===== src/rtl/wash_pkg.sv =====
// Shared phase codes, selector encodings and lookup helpers for the wash sequencer.
// WASH_DRAIN_EN enables the DRAIN phase (code 7) in the sequencer.
package wash_pkg;

  typedef enum logic [2:0] {
    PH_IDLE  = 3'd0,
    PH_FILL  = 3'd1,
    PH_WASH  = 3'd2,
    PH_RINSE = 3'd3,
    PH_SPIN  = 3'd5,
    PH_XSPIN = 3'd6,
    PH_DRAIN = 3'd7
  } phase_t;

  typedef enum logic [1:0] {
    LOAD_S   = 2'd0,
    LOAD_M   = 2'd1,
    LOAD_L   = 2'd2,
    LOAD_BAD = 2'd3
  } load_t;

  typedef enum logic [1:0] {
    TEMP_HOT  = 2'd0,
    TEMP_WARM = 2'd1,
    TEMP_COLD = 2'd2,
    TEMP_BAD  = 2'd3
  } temp_t;

  // Seconds per phase for a given load size.
  function automatic int unsigned dwell_lookup(input load_t load,
                                               input int unsigned ds,
                                               input int unsigned dm,
                                               input int unsigned dl);
    case (load)
      LOAD_M:  return dm;
      LOAD_L:  return dl;
      default: return ds;
    endcase
  endfunction

  // A request of zero still runs one rinse pass.
  function automatic logic [1:0] rinse_clamp(input logic [1:0] req,
                                             input logic [1:0] max_r);
    if (req == 2'd0) return 2'd1;
    if (req > max_r) return max_r;
    return req;
  endfunction

endpackage


===== src/rtl/wash_tick_gen.sv =====
// One-second tick prescaler: counts while enabled, holds when disabled, clears on clr.
module wash_tick_gen #(
  parameter int unsigned TICK_DIV = 16_000_000
) (
  input  logic clk,
  input  logic rst_n,
  input  logic en,
  input  logic clr,
  output logic tick
);

  localparam int unsigned PW = (TICK_DIV > 1) ? $clog2(TICK_DIV) : 1;
  localparam logic [PW-1:0] TERM = PW'(TICK_DIV - 1);

  logic [PW-1:0] cnt_reg;

  always_ff @(posedge clk or negedge rst_n) begin
    if (!rst_n) begin
      cnt_reg <= '0;
    end else if (clr) begin
      cnt_reg <= '0;
    end else if (en) begin
      cnt_reg <= (cnt_reg == TERM) ? '0 : cnt_reg + 1'b1;
    end
  end

  assign tick = en & (cnt_reg == TERM);

endmodule


===== src/rtl/wash_seq_ctrl.sv =====
// Washing-machine phase sequencer with pause, cancel, countdown and config error latch.
// Define WASH_DRAIN_EN to insert a DRAIN phase between WASH and RINSE.
module wash_seq_ctrl
  import wash_pkg::*;
#(
  parameter int unsigned TICK_DIV  = 16_000_000,
  parameter int unsigned CNT_W     = 4,
  parameter int unsigned DWELL_S   = 3,
  parameter int unsigned DWELL_M   = 5,
  parameter int unsigned DWELL_L   = 8,
  parameter int unsigned MAX_RINSE = 3
) (
  input  logic             clk,
  input  logic             rst_n,
  input  logic [1:0]       load_sel,
  input  logic [1:0]       temp_sel,
  input  logic [1:0]       rinse_req,
  input  logic             xspin_req,
  input  logic             lid_open,
  input  logic             start_btn,
  input  logic             cancel_btn,
  output logic [2:0]       state_o,
  output logic [CNT_W-1:0] remaining_o,
  output logic [1:0]       rinse_idx_o,
  output logic             busy,
  output logic             paused,
  output logic             done_pulse,
  output logic             err
);

  localparam logic [1:0]       MAX_R = 2'(MAX_RINSE);
  localparam logic [CNT_W-1:0] ONE   = CNT_W'(1);

  phase_t           state_reg, state_next;
  logic [CNT_W-1:0] remaining_reg, remaining_next;
  logic [1:0]       rinse_idx_reg, rinse_idx_next;
  logic [1:0]       rinse_cnt_reg, rinse_cnt_next;
  logic             xspin_reg, xspin_next;
  load_t            load_reg, load_next;
  logic             err_reg, err_next;
  logic             done_reg, done_next;
  logic             paused_reg, paused_next;
  logic             start_prev_reg;

  logic             start_edge;
  logic             cfg_ok;
  logic             phase_valid;
  logic             tick_en;
  logic             tick_clr;
  logic             tick;
  logic [CNT_W-1:0] dwell;
  logic [CNT_W-1:0] start_dwell;

  assign busy        = (state_reg != PH_IDLE);
  assign start_edge  = start_btn & ~start_prev_reg;
  assign cfg_ok      = (load_t'(load_sel) != LOAD_BAD) && (temp_t'(temp_sel) != TEMP_BAD);
  assign tick_en     = busy & ~lid_open;
  assign tick_clr    = ~busy;
  assign dwell       = CNT_W'(dwell_lookup(load_reg, DWELL_S, DWELL_M, DWELL_L));
  assign start_dwell = CNT_W'(dwell_lookup(load_t'(load_sel), DWELL_S, DWELL_M, DWELL_L));

  wash_tick_gen #(
    .TICK_DIV (TICK_DIV)
  ) u_tick (
    .clk   (clk),
    .rst_n (rst_n),
    .en    (tick_en),
    .clr   (tick_clr),
    .tick  (tick)
  );

  // Codes outside the active set (4, and 7 when DRAIN is not built) fall back to IDLE.
  always_comb begin
    case (state_reg)
      PH_FILL, PH_WASH, PH_RINSE, PH_SPIN, PH_XSPIN: phase_valid = 1'b1;
`ifdef WASH_DRAIN_EN
      PH_DRAIN: phase_valid = 1'b1;
`endif
      default: phase_valid = 1'b0;
    endcase
  end

  always_comb begin
    state_next     = state_reg;
    remaining_next = remaining_reg;
    rinse_idx_next = rinse_idx_reg;
    rinse_cnt_next = rinse_cnt_reg;
    xspin_next     = xspin_reg;
    load_next      = load_reg;
    err_next       = err_reg;
    done_next      = 1'b0;

    if (state_reg == PH_IDLE) begin
      remaining_next = '0;
      rinse_idx_next = '0;
      if (start_edge) begin
        if (!cfg_ok) begin
          err_next = 1'b1;
        end else if (!lid_open) begin
          err_next       = 1'b0;
          state_next     = PH_FILL;
          remaining_next = start_dwell;
          load_next      = load_t'(load_sel);
          rinse_cnt_next = rinse_clamp(rinse_req, MAX_R);
          xspin_next     = xspin_req;
        end
      end
    end else if (!phase_valid || cancel_btn) begin
      // Cancel has priority over any tick or pause in the same cycle.
      state_next     = PH_IDLE;
      remaining_next = '0;
      rinse_idx_next = '0;
    end else if (tick) begin
      if (remaining_reg != ONE) begin
        remaining_next = remaining_reg - ONE;
      end else begin
        remaining_next = dwell;
        case (state_reg)
          PH_FILL: state_next = PH_WASH;
          PH_WASH: begin
`ifdef WASH_DRAIN_EN
            state_next = PH_DRAIN;
`else
            state_next     = PH_RINSE;
            rinse_idx_next = 2'd1;
`endif
          end
`ifdef WASH_DRAIN_EN
          PH_DRAIN: begin
            state_next     = PH_RINSE;
            rinse_idx_next = 2'd1;
          end
`endif
          PH_RINSE: begin
            if (rinse_idx_reg >= rinse_cnt_reg) begin
              state_next     = PH_SPIN;
              rinse_idx_next = '0;
            end else begin
              rinse_idx_next = rinse_idx_reg + 2'd1;
            end
          end
          PH_SPIN: begin
            if (xspin_reg) begin
              state_next = PH_XSPIN;
            end else begin
              state_next     = PH_IDLE;
              remaining_next = '0;
              done_next      = 1'b1;
            end
          end
          default: begin
            state_next     = PH_IDLE;
            remaining_next = '0;
            rinse_idx_next = '0;
            done_next      = 1'b1;
          end
        endcase
      end
    end

    paused_next = (state_next != PH_IDLE) & lid_open;
  end

  always_ff @(posedge clk or negedge rst_n) begin
    if (!rst_n) begin
      state_reg      <= PH_IDLE;
      remaining_reg  <= '0;
      rinse_idx_reg  <= '0;
      rinse_cnt_reg  <= '0;
      xspin_reg      <= 1'b0;
      load_reg       <= LOAD_S;
      err_reg        <= 1'b0;
      done_reg       <= 1'b0;
      paused_reg     <= 1'b0;
      start_prev_reg <= 1'b0;
    end else begin
      state_reg      <= state_next;
      remaining_reg  <= remaining_next;
      rinse_idx_reg  <= rinse_idx_next;
      rinse_cnt_reg  <= rinse_cnt_next;
      xspin_reg      <= xspin_next;
      load_reg       <= load_next;
      err_reg        <= err_next;
      done_reg       <= done_next;
      paused_reg     <= paused_next;
      start_prev_reg <= start_btn;
    end
  end

  assign state_o     = state_reg;
  assign remaining_o = remaining_reg;
  assign rinse_idx_o = rinse_idx_reg;
  assign paused      = paused_reg;
  assign done_pulse  = done_reg;
  assign err         = err_reg;

endmodule


===== config.mk =====
export PLATFORM = sky130hd
export DESIGN_NAME = wash_seq_ctrl
export DESIGN_NICKNAME = d
export VERILOG_FILES = /design/src/rtl/wash_pkg.sv /design/src/rtl/wash_tick_gen.sv /design/src/rtl/wash_seq_ctrl.sv
export SDC_FILE = /design/constraint.sdc
export NUM_CORES = 1
export LEC_CHECK = 0
export ABC_AREA = 1
export BUFFER_PORTS_ARGS = -buffer_cell sky130_fd_sc_hd__buf_2
export CAP_MARGIN = 25
export CORE_ASPECT_RATIO = 0.6
export CORE_MARGIN = 8
export CORE_UTILIZATION = 36
export DETAILED_ROUTE_END_ITERATION = 7
export GPL_TIMING_DRIVEN = 0
export SLEW_MARGIN = 10
export SYNTH_ARGS = -nofsm -noshare
export SYNTH_HDL_FRONTEND = slang
export SYNTH_HIERARCHICAL = 1
export SYNTH_SLANG_ARGS = --single-unit

===== constraint.sdc =====
create_clock -name clk -period 3.45 [get_ports clk]
set_input_delay 0.5175 -clock clk [delete_from_list [all_inputs] [get_ports clk]]
set_output_delay 0.5175 -clock clk [all_outputs]
set_load 0.01 [all_outputs]

==> results of run 1 <==
## per-stage QoR
stage | setup WS, ns | util (%) | hold slack (ns)
3_5_place_dp | 1.24 | 40.1 | 0.497
4_1_cts | 1.21 | 42.0 | 0.353
6_report | 1.14 | 42.3 | 0.201
5_1_grt | 0.934 | 42.3 | 0.237
2_1_floorplan | 1.55 | - | 0.222
3_3_place_gp | 1.25 | 40.1 | 0.506
## per-layer routing
| layer | GRT usage [%] | wire length (µm) | vias to the layer above |
|---|---|---|---|
| met5 | 0 | 0 | - |
| met4 | 3.83 | 72 | 0 |
| met3 | 2.18 | 461 | 7 |
| met2 | 17.1 | 2680 | 83 |
| met1 | 21.1 | 4160 | 1231 |
| li1 | - | - | 1345 |
## kinds of logic after synthesis
family / after synthesis
simple gates: 254
buf+inv: 62
flops: 42
compound gates: 30
fa+ha+maj: 12
xor+xnor: 7
## where the power goes
group / total (µW) / internal, µW / switching (µW)
Clock: 484 / 287 / 197
Sequential: 530 / 513 / 16.5
Combinational: 124 / 45.3 / 78.3
Total: 1140 / 846 / 292
## worst paths after layout
path,cells past startpoint,slack (ns),end,startpoint
setup / recovery,11,1.14,u_tick/cnt_reg[18]$_DFFE_PN0P_,state_o[0]$_DFF_PN0_
hold / removal,1,0.20,remaining_o[2]$_DFFE_PN0P_,rst_n
setup reg to reg,11,1.14,u_tick/cnt_reg[18]$_DFFE_PN0P_,state_o[0]$_DFF_PN0_
hold reg to reg,2,0.50,err$_DFFE_PN0P_,err$_DFFE_PN0P_
max in group asynchronous,2,2.75,u_tick/cnt_reg[13]$_DFFE_PN0P_,rst_n
min in group clk,1,0.35,start_prev_reg$_DFF_PN0_,start_btn
## area by class of cell
class | instances | area share (%)
Timing Repair Buffer | 25 | 4.46
Inverter | 60 | 6.84
Multi-Input combinational cell | 303 | 47.6
Clock inverter | 1 | 0.151
Clock buffer | 7 | 4.31
Sequential cell | 42 | 31.7
Tap cell | 108 | 4.08
Buffer | 2 | 0.831
## critical path, stage by stage (launching register included)
cell and delay [ns]:
dfrtp_1 0.46, inv_2 0.11, nand3_4 0.13, inv_1 0.07, nor2_1 0.31, nor2_1 0.21, nor2_1 0.35, nand3_1 0.20
nor2_1 0.17, nand2_1 0.07, nand3_1 0.08, nor2_1 0.04
## synth_stat cells (all sizes together) (2+ instances only)
master	n
xnor2	2
a21oi	14
inv	59
nand3	42
o21ai	13
nand4	8
dfrtp	42
xor2	5
nor3	2
nand2	118
nor2	80
ha	12
buf	2
==> impl_metrics.csv, run 1 <==
group,metric,value,unit
outcome,status,"finished, final reports clean",
logic_synthesis,synthSimpleGateAreaFrac,41.8,%
die,design.core.area,7820,µm²
layout,layout_common_cells,"nand2_1, nor2_1, inv_1",
sta,drv_slew,0,
place,io_buffers,24,
detailed_routing,vias_per_cell,4.86,
detailed_routing,wl_per_cell,13.5,µm
cts,htree_num_levels,2,
detailed_routing,vias,2666,
logic_synthesis,synth_cell_type_count,32,
sta,setup_viol,0,
worst_setup_path,critPathKind,"reg2reg",
job,cap_violations,0,
die,io_pins,25,
logic_synthesis,yosys.area.top_type,"dfrtp_1",
cts,cts_hold_buf,0,
cts,clk_latency,0.29,ns
logic_synthesis,postSynthAreaPerCell,7.08,µm²
sta,rsz0062_at_grt,"no",
cts,cts_root_buffer,"clkbuf_16",
sta,fin_tns_setup,0,ns
sta,max_freq,0.432,GHz
sta,fin_skew,0.00567,ns
worst_setup_path,cp.arrival,2.49,ns
global_routing,track_usage,13.2,%
logic_synthesis,synth_area,2880,µm²
cts,cts_inserted_buffers,5,
layout,final_common_cell,"nand2_1",
logic_synthesis,synth_compound_area_share,5.56,%
logic_synthesis,synth-async-reset-ratio,100,%
layout,fin_nets,463,
logic_synthesis,synth_top_family_by_area,"simple AND/OR/NAND/NOR gates",
cts,clock_path_buffers,2,
die,die_h,85.3,µm
cts,ctsResizeCount,0,
layout,fin_area,3310,µm²
sta,hold_viol,0,
global_routing,grt_pass1_vias,2367,
place,gp_congestion,0.863,
logic_synthesis,synthAdderAreaFrac,5.21,%
logic_synthesis,synth.top_cell.area_share,36.5,%
layout,n_antenna_cell,0,
layout,multiInputGateArea,1580,µm²
logic_synthesis,ys_seq_area_share,36.5,%
detailed_routing,ant_nets,0,
logic_synthesis,synth_edf_count,0,
min_path,min-delay-path-class,"in2async",
cts,cts_tree,"done",
place,dp_cells,539,
global_routing,antenna_found_initial,0,
logic_synthesis,synthFlopType,"dfrtp_1",
global_routing,grt-ovfl-total,0,
die,initial_core_util,36.8,%
logic_synthesis,synthCells,407,
detailed_routing,drc,0,
logic_synthesis,syn_nets,431,
pwr,finalPower,1140,µW
worst_setup_path,critPathRequiredTime,3.63,ns
logic_synthesis,synth.area.mux_share,0,%
cts,cts_setup_buffers,0,
layout,largest_reg_flops,24,
detailed_routing,drt-total-wl,7370,µm
layout,seq_area,1050,µm²
logic_synthesis,ys_ff_latch,42,
cts,clock_sinks,42,
logic_synthesis,yosysWarnings,6,
die,die_x,131,µm
global_routing,grt_max_degree,43,
detailed_routing,dr.pass1.iters,5,
pwr,p_per_area,344,nW/µm²
sta,fin_crit_sh,67.0,%
global_routing,grt_pass1_wl,12100,µm
layout,instances_no_fill,548,
pwr,p_leak,0.00164,µW
worst_setup_path,cp_max_fo,6,
worst_setup_path,critPathLaunchType,"register",
layout,nFillCells,827,
cts,clk_pin_slew,0.06,ns
sta,maxSlewHeadroom,65.1,%
detailed_routing,drtIter0Drc,226,
logic_synthesis,synth_area_leaders,"dfrtp_1, nand2_1, nor2_1",
place,dpl_cell_area,3140,µm²
sta,worstMarginPinSlew,0.524,ns
sta,min_period,2.31,ns
die,die_area,11200,µm²
layout,drive_gt1_share,18.4,%
place,dp_hpwl,5670,µm
layout,syn_to_final_growth,14.9,%
logic_synthesis,synthXorXnorAreaFrac,2.13,%
die,fp-row-count,25,
worst_setup_path,end_kind,"register",
pwr,peakVddDrop,0.000184,V
(Power assumes the default switching activity.)
==> run 2: changes to the inputs <==
- ABC_AREA: 1 -> 0
- clock period: 3.45 -> 2.3 ns (I/O delays scaled with it)
==> run 2 against run 1 <==
Via count down 18%. Largest cell class unchanged. Critical path depth unchanged. First-iteration DRC count down 13%. Worst hold slack worse by 0.026 ns. Clock power up 48%. Global-route usage down 0.87 points. Die area down 8.2%. Sequential share of layout area up 0.93 points.
==> impl_metrics.csv, run 2 <==
group,metric,value,unit
detailed_routing,dr.pass1.iters,4,
place,io_buffers,24,
die,die_area,10300,µm²
die,die_h,81.8,µm
detailed_routing,drc,0,
pwr,p_per_area,519,nW/µm²
min_path,min-delay-path-class,"in2reg",
sta,drv_slew,0,
cts,cts_tree,"done",
worst_setup_path,cp_max_fo,9,
detailed_routing,wl_per_cell,15.0,µm
layout,largest_reg_flops,24,
logic_synthesis,synthCells,276,
place,gp_congestion,0.773,
layout,seq_area,1060,µm²
worst_setup_path,cp.depth,11,
layout,drive_gt1_share,29.4,%
sta,min_period,2.23,ns
cts,clock_sinks,42,
worst_setup_path,reg2reg_depth,11,
worst_setup_path,cp_common_cell,"buf_4",
global_routing,top_usage_layer,"met1",
worst_setup_path,end_kind,"register",
detailed_routing,drt-total-wl,6270,µm
worst_setup_path,cp_top_family,"simple AND/OR/NAND/NOR gates",
worst_setup_path,cp.arrival,2.41,ns
place,dp_cells,391,
logic_synthesis,synth_cell_type_count,62,
logic_synthesis,synthFlopType,"dfrtp_1",
die,fp-row-count,24,
die,die_x,126,µm
sta,fin_skew,0.00412,ns
detailed_routing,ant_nets,0,
global_routing,use_met3,3.56,%
global_routing,grt-ovfl-total,0,
cts,clk_pin_slew,0.06,ns
worst_setup_path,path_cells,"nor4_2 > and2_4 > nand3_4 > nor2_1 > buf_4 > nand4bb_1 > buf_6 > nand2_1 > a21oi_4 > buf_4 > a22o_1",
global_routing,grt_pass1_wl,10200,µm
detailed_routing,drtIter0Drc,196,
global_routing,track_usage,12.4,%
sta,hold_viol,0,
detailed_routing,vias_per_cell,5.22,
die,design.core.area,7120,µm²
job,cap_violations,0,
logic_synthesis,ys_ff_latch,42,
place,dp_hpwl,4340,µm
logic_synthesis,synth-async-reset-ratio,100,%
layout,n_antenna_cell,0,
layout,layout_common_cells,"dfrtp_1, nor2_1, buf_2",
worst_setup_path,crit_buf_inv,3,
global_routing,grt_max_degree,43,
logic_synthesis,yosysWarnings,6,
die,initial_core_util,36.6,%
layout,fin_util,45.4,%
global_routing,grt_pass1_vias,2044,
worst_setup_path,slowest_stage,"dfrtp_1",
die,io_pins,25,
sta,timing.hold.ws,0.175,ns
sta,setup_viol,0,
cts,clock_path_buffers,2,
logic_synthesis,postSynthAreaPerCell,9.42,µm²
layout,fin_nets,350,
cts,htree_num_levels,2,
cts,cts_root_buffer,"clkbuf_16",
min_path,min_path_cells,1,
layout,instances_no_fill,418,
logic_synthesis,ys_seq_area_share,40.4,%
global_routing,antenna_found_initial,0,
worst_setup_path,critPathRequiredTime,2.48,ns
outcome,status,"finished, final reports clean",
layout,fin_area,3230,µm²
logic_synthesis,yosysMostFrequentCell,"dfrtp_1",
cts,clk_latency,0.28,ns
logic_synthesis,syn_nets,300,
global_routing,met2_usage,16.3,%
layout,multiInputGateArea,1450,µm²
detailed_routing,vias,2184,
cts,cts_inserted_buffers,5,
sta,fin_tns_setup,0,ns
global_routing,use_met1,18.7,%
layout,final_common_cell,"dfrtp_1",
worst_setup_path,critPathKind,"reg2reg",
layout,syn_to_final_growth,24.2,%
place,dpl_cell_area,2860,µm²
worst_setup_path,slowest_delay,0.45,ns
pwr,peakVddDrop,0.000226,V
logic_synthesis,synth.top_cell.area_share,40.4,%
logic_synthesis,synth_edf_count,0,
sta,max_freq,0.448,GHz
layout,nFillCells,690,
logic_synthesis,synth_area,2600,µm²
logic_synthesis,synthTopCellsByCount,"dfrtp_1, nor2_1, inv_1, nand2_1, nand3_1",
sta,worstMarginPinSlew,0.510,ns
sta,maxSlewHeadroom,66.0,%
logic_synthesis,synth_area_leaders,"dfrtp_1, ha_1, nor2_1",
logic_synthesis,yosys.area.top_type,"dfrtp_1",
pwr,p_leak,0.00141,µW
worst_setup_path,critPathLaunchType,"register",
sta,fin_crit_sh,97.1,%
## run 2: cell types whose count changed after synthesis, sizes merged, moves of 5 or more
cell | before | now
nor2 | 80 | 30
or3 | 0 | 5
buf | 2 | 9
and3 | 1 | 7
inv | 59 | 21
nand2 | 118 | 18
o22ai | 1 | 6
nand3 | 42 | 17
xnor2 | 2 | 9
nor3 | 2 | 8
a31oi | 0 | 8
## run 2: cells by family (layout without fill, tap and decap cells)
| group | Yosys count | after routing | share of synthesized area (%) |
|---|---|---|---|
| DFF | 42 | 42 | 40.4 |
| xor gates and xnor gates | 15 | 15 | 5.05 |
| buffers and inverters | 32 | 83 | 6.35 |
| adders and majority gates | 12 | 12 | 5.77 |
| and+or+nand+nor | 118 | 118 | 26.4 |
| muxes | 4 | 4 | 1.68 |
| AOI/OAI and AO/OA | 53 | 53 | 14.3 |
## run 2: layout make-up
type / instances / area share, %
multi-input cells: 202 / 44.8
flip-flops and latches: 42 / 32.7
repair buffers: 43 / 8.59
clock buffers: 7 / 4.41
well taps: 91 / 3.52
plain buffers: 11 / 3.41
inverters: 21 / 2.44
clock inverters: 1 / 0.155
## run 2: final timing paths
check                                               start                            end  slack [ns]
max                        u_tick/cnt_reg[15]$_DFFE_PN0P_     rinse_idx_o[0]$_DFFE_PN0P_        0.07
min                                             start_btn       start_prev_reg$_DFF_PN0_        0.17
max reg2reg                u_tick/cnt_reg[15]$_DFFE_PN0P_     rinse_idx_o[0]$_DFFE_PN0P_        0.07
min reg2reg                               err$_DFFE_PN0P_                err$_DFFE_PN0P_        0.50
max in group asynchronous                           rst_n  u_tick/cnt_reg[7]$_DFFE_PN0P_        1.36
min in group asynchronous                           rst_n     rinse_idx_o[0]$_DFFE_PN0P_        0.47
## run 2: through the flow
stage / setup slack, ns / total power [µW]
global placement: -0.322 / 962
finish: 0.0660 / 1680
floorplan: 0.0176 / 901
CTS: 0.0355 / 1690
global route: -0.0321 / 1760
detailed placement: -0.317 / 968
## run 2: where the power goes
| group | internal (µW) | switching [µW] | total, µW | leakage [µW] |
|---|---|---|---|---|
| registers | 767 | 26.8 | 793 | 0.000566 |
| clock network | 431 | 287 | 717 | 0.0000739 |
| logic | 74.9 | 92.9 | 168 | 0.000767 |
| total | 1270 | 406 | 1680 | 0.00141 |
## run 2: layer usage
metal	wire length, µm	part of all wire (%)	up-vias
li1	-	-	1082
met1	3430	55	1063
met2	2490	40	34
met3	309	4.9	5
met4	45	0.72	0
met5	0	0	-
## run 2: repair_timing
action                                  CTS  global route
endpoints found under the setup margin    9             6
endpoints found under the hold margin     0            11
buffers inserted                          4            13
hold buffers                              0             1
resized for setup                         7            14
pin swaps                                 3             4
==> run 3: changes to the inputs <==
--- a/config.mk
+++ b/config.mk
@@ -6,5 +6,5 @@
 export NUM_CORES = 1
 export LEC_CHECK = 0
-export ABC_AREA = 0
+export ABC_AREA = 1
 export BUFFER_PORTS_ARGS = -buffer_cell sky130_fd_sc_hd__buf_2
 export CAP_MARGIN = 25
==> constraint.sdc (replaced) <==
create_clock -name clk -period 2.3 [get_ports clk]
set_input_delay 0.575 -clock clk [delete_from_list [all_inputs] [get_ports clk]]
set_output_delay 0.575 -clock clk [all_outputs]
set_load 0.01 [all_outputs]
==> run 3 against run 2 <==
Final cell count up 31%. Critical path type unchanged. Largest cell class unchanged. Sequential power about the same. Power up 1.7%.
==> impl_metrics.csv, run 3 (synthesis gave the netlist of run 1 again) <==
group,metric,value,unit
outcome,status,"finished, final reports clean",
layout,final_common_cell,"nand2_1",
cts,clock_sinks,42,
worst_setup_path,critPathKind,"reg2reg",
layout,instances_no_fill,548,
sta,fin_tns_setup,0,ns
detailed_routing,ant_nets,0,
worst_setup_path,r2r_start,"state_o[0]$_DFF_PN0_",
layout,drive_gt1_share,19.1,%
layout,syn_to_final_growth,15.3,%
place,place_worst_setup_slack,0.0874,ns
global_routing,top_usage_layer,"met1",
global_routing,use_met1,21.1,%
sta,max_freq,0.485,GHz
worst_setup_path,critPathLaunchType,"register",
sta,hold_viol,0,
min_path,min-delay-path-class,"in2async",
global_routing,grt_pass1_wl,12100,µm
layout,multiInputGateArea,1590,µm²
place,dp_cells,539,
sta,drv_slew,0,
cts,htree_num_levels,2,
global_routing,grt_pass1_vias,2367,
worst_setup_path,cp.arrival,2.24,ns
global_routing,grt-ovfl-total,0,
layout,largest_reg_flops,24,
sta,worstMarginPinSlew,0.520,ns
sta,fin_skew,0.00551,ns
detailed_routing,drt-total-wl,7380,µm
worst_setup_path,r2r_slack,0.24,ns
detailed_routing,dr.pass1.iters,5,
cts,clock_path_buffers,2,
worst_setup_path,end_kind,"register",
layout,n_antenna_cell,0,
die,initial_core_util,36.8,%
worst_setup_path,reg2reg_depth,11,
sta,fin_crit_sh,89.6,%
detailed_routing,vias_per_cell,4.90,
sta,min_period,2.06,ns
pwr,peakVddDrop,0.000275,V
cts,cts_inserted_buffers,5,
global_routing,grt_max_degree,43,
cts,clk_pin_slew,0.06,ns
place,gp_congestion,0.863,
pwr,p_per_area,514,nW/µm²
place,dp_hpwl,5670,µm
sta,setup_viol,0,
detailed_routing,wl_per_cell,13.5,µm
global_routing,track_usage,13.2,%
die,design.core.area,7820,µm²
die,die_area,11200,µm²
cts,cts_tree,"done",
job,cap_violations,0,
layout,layout_common_cells,"nand2_1, nor2_1, inv_1",
worst_setup_path,timing.rr.end,"rinse_idx_o[1]$_DFFE_PN0P_",
layout,seq_area,1050,µm²
worst_setup_path,cp_max_fo,6,
die,die_x,131,µm
detailed_routing,drtIter0Drc,237,
die,fp-row-count,25,
cts,clk_latency,0.29,ns
sta,maxSlewHeadroom,65.3,%
sta,rsz0062_at_grt,"no",
detailed_routing,drc,0,
global_routing,met2_usage,17.1,%
detailed_routing,vias,2683,
layout,nFillCells,827,
cts,cts_setup_buffers,0,
pwr,p_leak,0.00164,µW
global_routing,use_met3,2.18,%
layout,fin_nets,463,
global_routing,antenna_found_initial,0,
sta,setup_ws,0.240,ns
place,io_buffers,24,
cts,cts_root_buffer,"clkbuf_16",
die,die_h,85.3,µm
worst_setup_path,critPathRequiredTime,2.48,ns
die,io_pins,25,
run 3: cell count changes in the layout (fill, tap and decap cells not counted), sizes merged, moves of 6 or more:
cell / delta
a31oi: -8
buf: -25
nor2: +50
and3: -6
nand3: +25
nor3: -6
nand2: +100
inv: +38
xnor2: -7
run 3: report_power, final:
part | total [µW] | switching, µW | internal (µW)
logic | 186 | 118 | 68.1
clock network | 727 | 296 | 431
registers | 795 | 24.6 | 770
run 3: area by class of cell:
type	count	area share [%]
Sequential cell	42	31.7
Tap cell	108	4.07
Multi-Input combinational cell	303	47.7
Clock inverter	1	0.151
Buffer	2	0.829
Timing Repair Buffer	25	4.45
Clock buffer	7	4.30
Inverter	60	6.82
run 3: worst max-delay path by stage:
stage | end | cells past startpoint | slack (ns) | startpoint
6_report | rinse_idx_o[1]$_DFFE_PN0P_ | 11 | 0.24 | state_o[0]$_DFF_PN0_
3_5_place_dp | rinse_idx_o[1]$_DFFE_PN0P_ | 11 | 0.09 | state_o[0]$_DFF_PN0_
5_1_grt | rinse_idx_o[1]$_DFFE_PN0P_ | 12 | 0.04 | state_o[0]$_DFF_PN0_
2_1_floorplan | rinse_idx_o[1]$_DFFE_PN0P_ | 11 | 0.40 | state_o[0]$_DFF_PN0_
3_3_place_gp | u_tick/cnt_reg[18]$_DFFE_PN0P_ | 11 | 0.10 | state_o[0]$_DFF_PN0_
4_1_cts | rinse_idx_o[1]$_DFFE_PN0P_ | 11 | 0.06 | state_o[0]$_DFF_PN0_
run 3: per-stage QoR:
| step | instance area [µm²] | util [%] | hold slack, ns | total power, µW |
|---|---|---|---|---|
| 2_1_floorplan | 2880 | - | 0.279 | 916 |
| 3_3_place_gp | 3140 | 40.1 | 0.506 | 979 |
| 3_5_place_dp | 3140 | 40.1 | 0.497 | 987 |
| 4_1_cts | 3280 | 42.0 | 0.411 | 1710 |
| 5_1_grt | 3320 | 42.5 | 0.294 | 1780 |
| 6_report | 3320 | 42.5 | 0.257 | 1710 |
run 3: critical path, stage by stage (launching register included):
cell     delay [ns]
dfrtp_1        0.46
inv_2          0.11
nand3_4        0.12
inv_1          0.08
nor2_2         0.22
nand4_4        0.15
inv_1          0.16
nand3_2        0.18
o21ai_2        0.22
o21ai_0        0.13
nand2_1        0.08
nor2_1         0.04
run 3: metal layers:
layer  share of wire, %  routed length, µm
met5                  0                  0
met4                1.5                108
met3                6.3                462
met2                 36               2660
met1                 56               4150
run 3: what timing repair did:
| action | in CTS | in global routing |
|---|---|---|
| hold buffers | 0 | 0 |
| endpoints found under the setup margin | 0 | 7 |
| gates resized for setup | 0 | 3 |
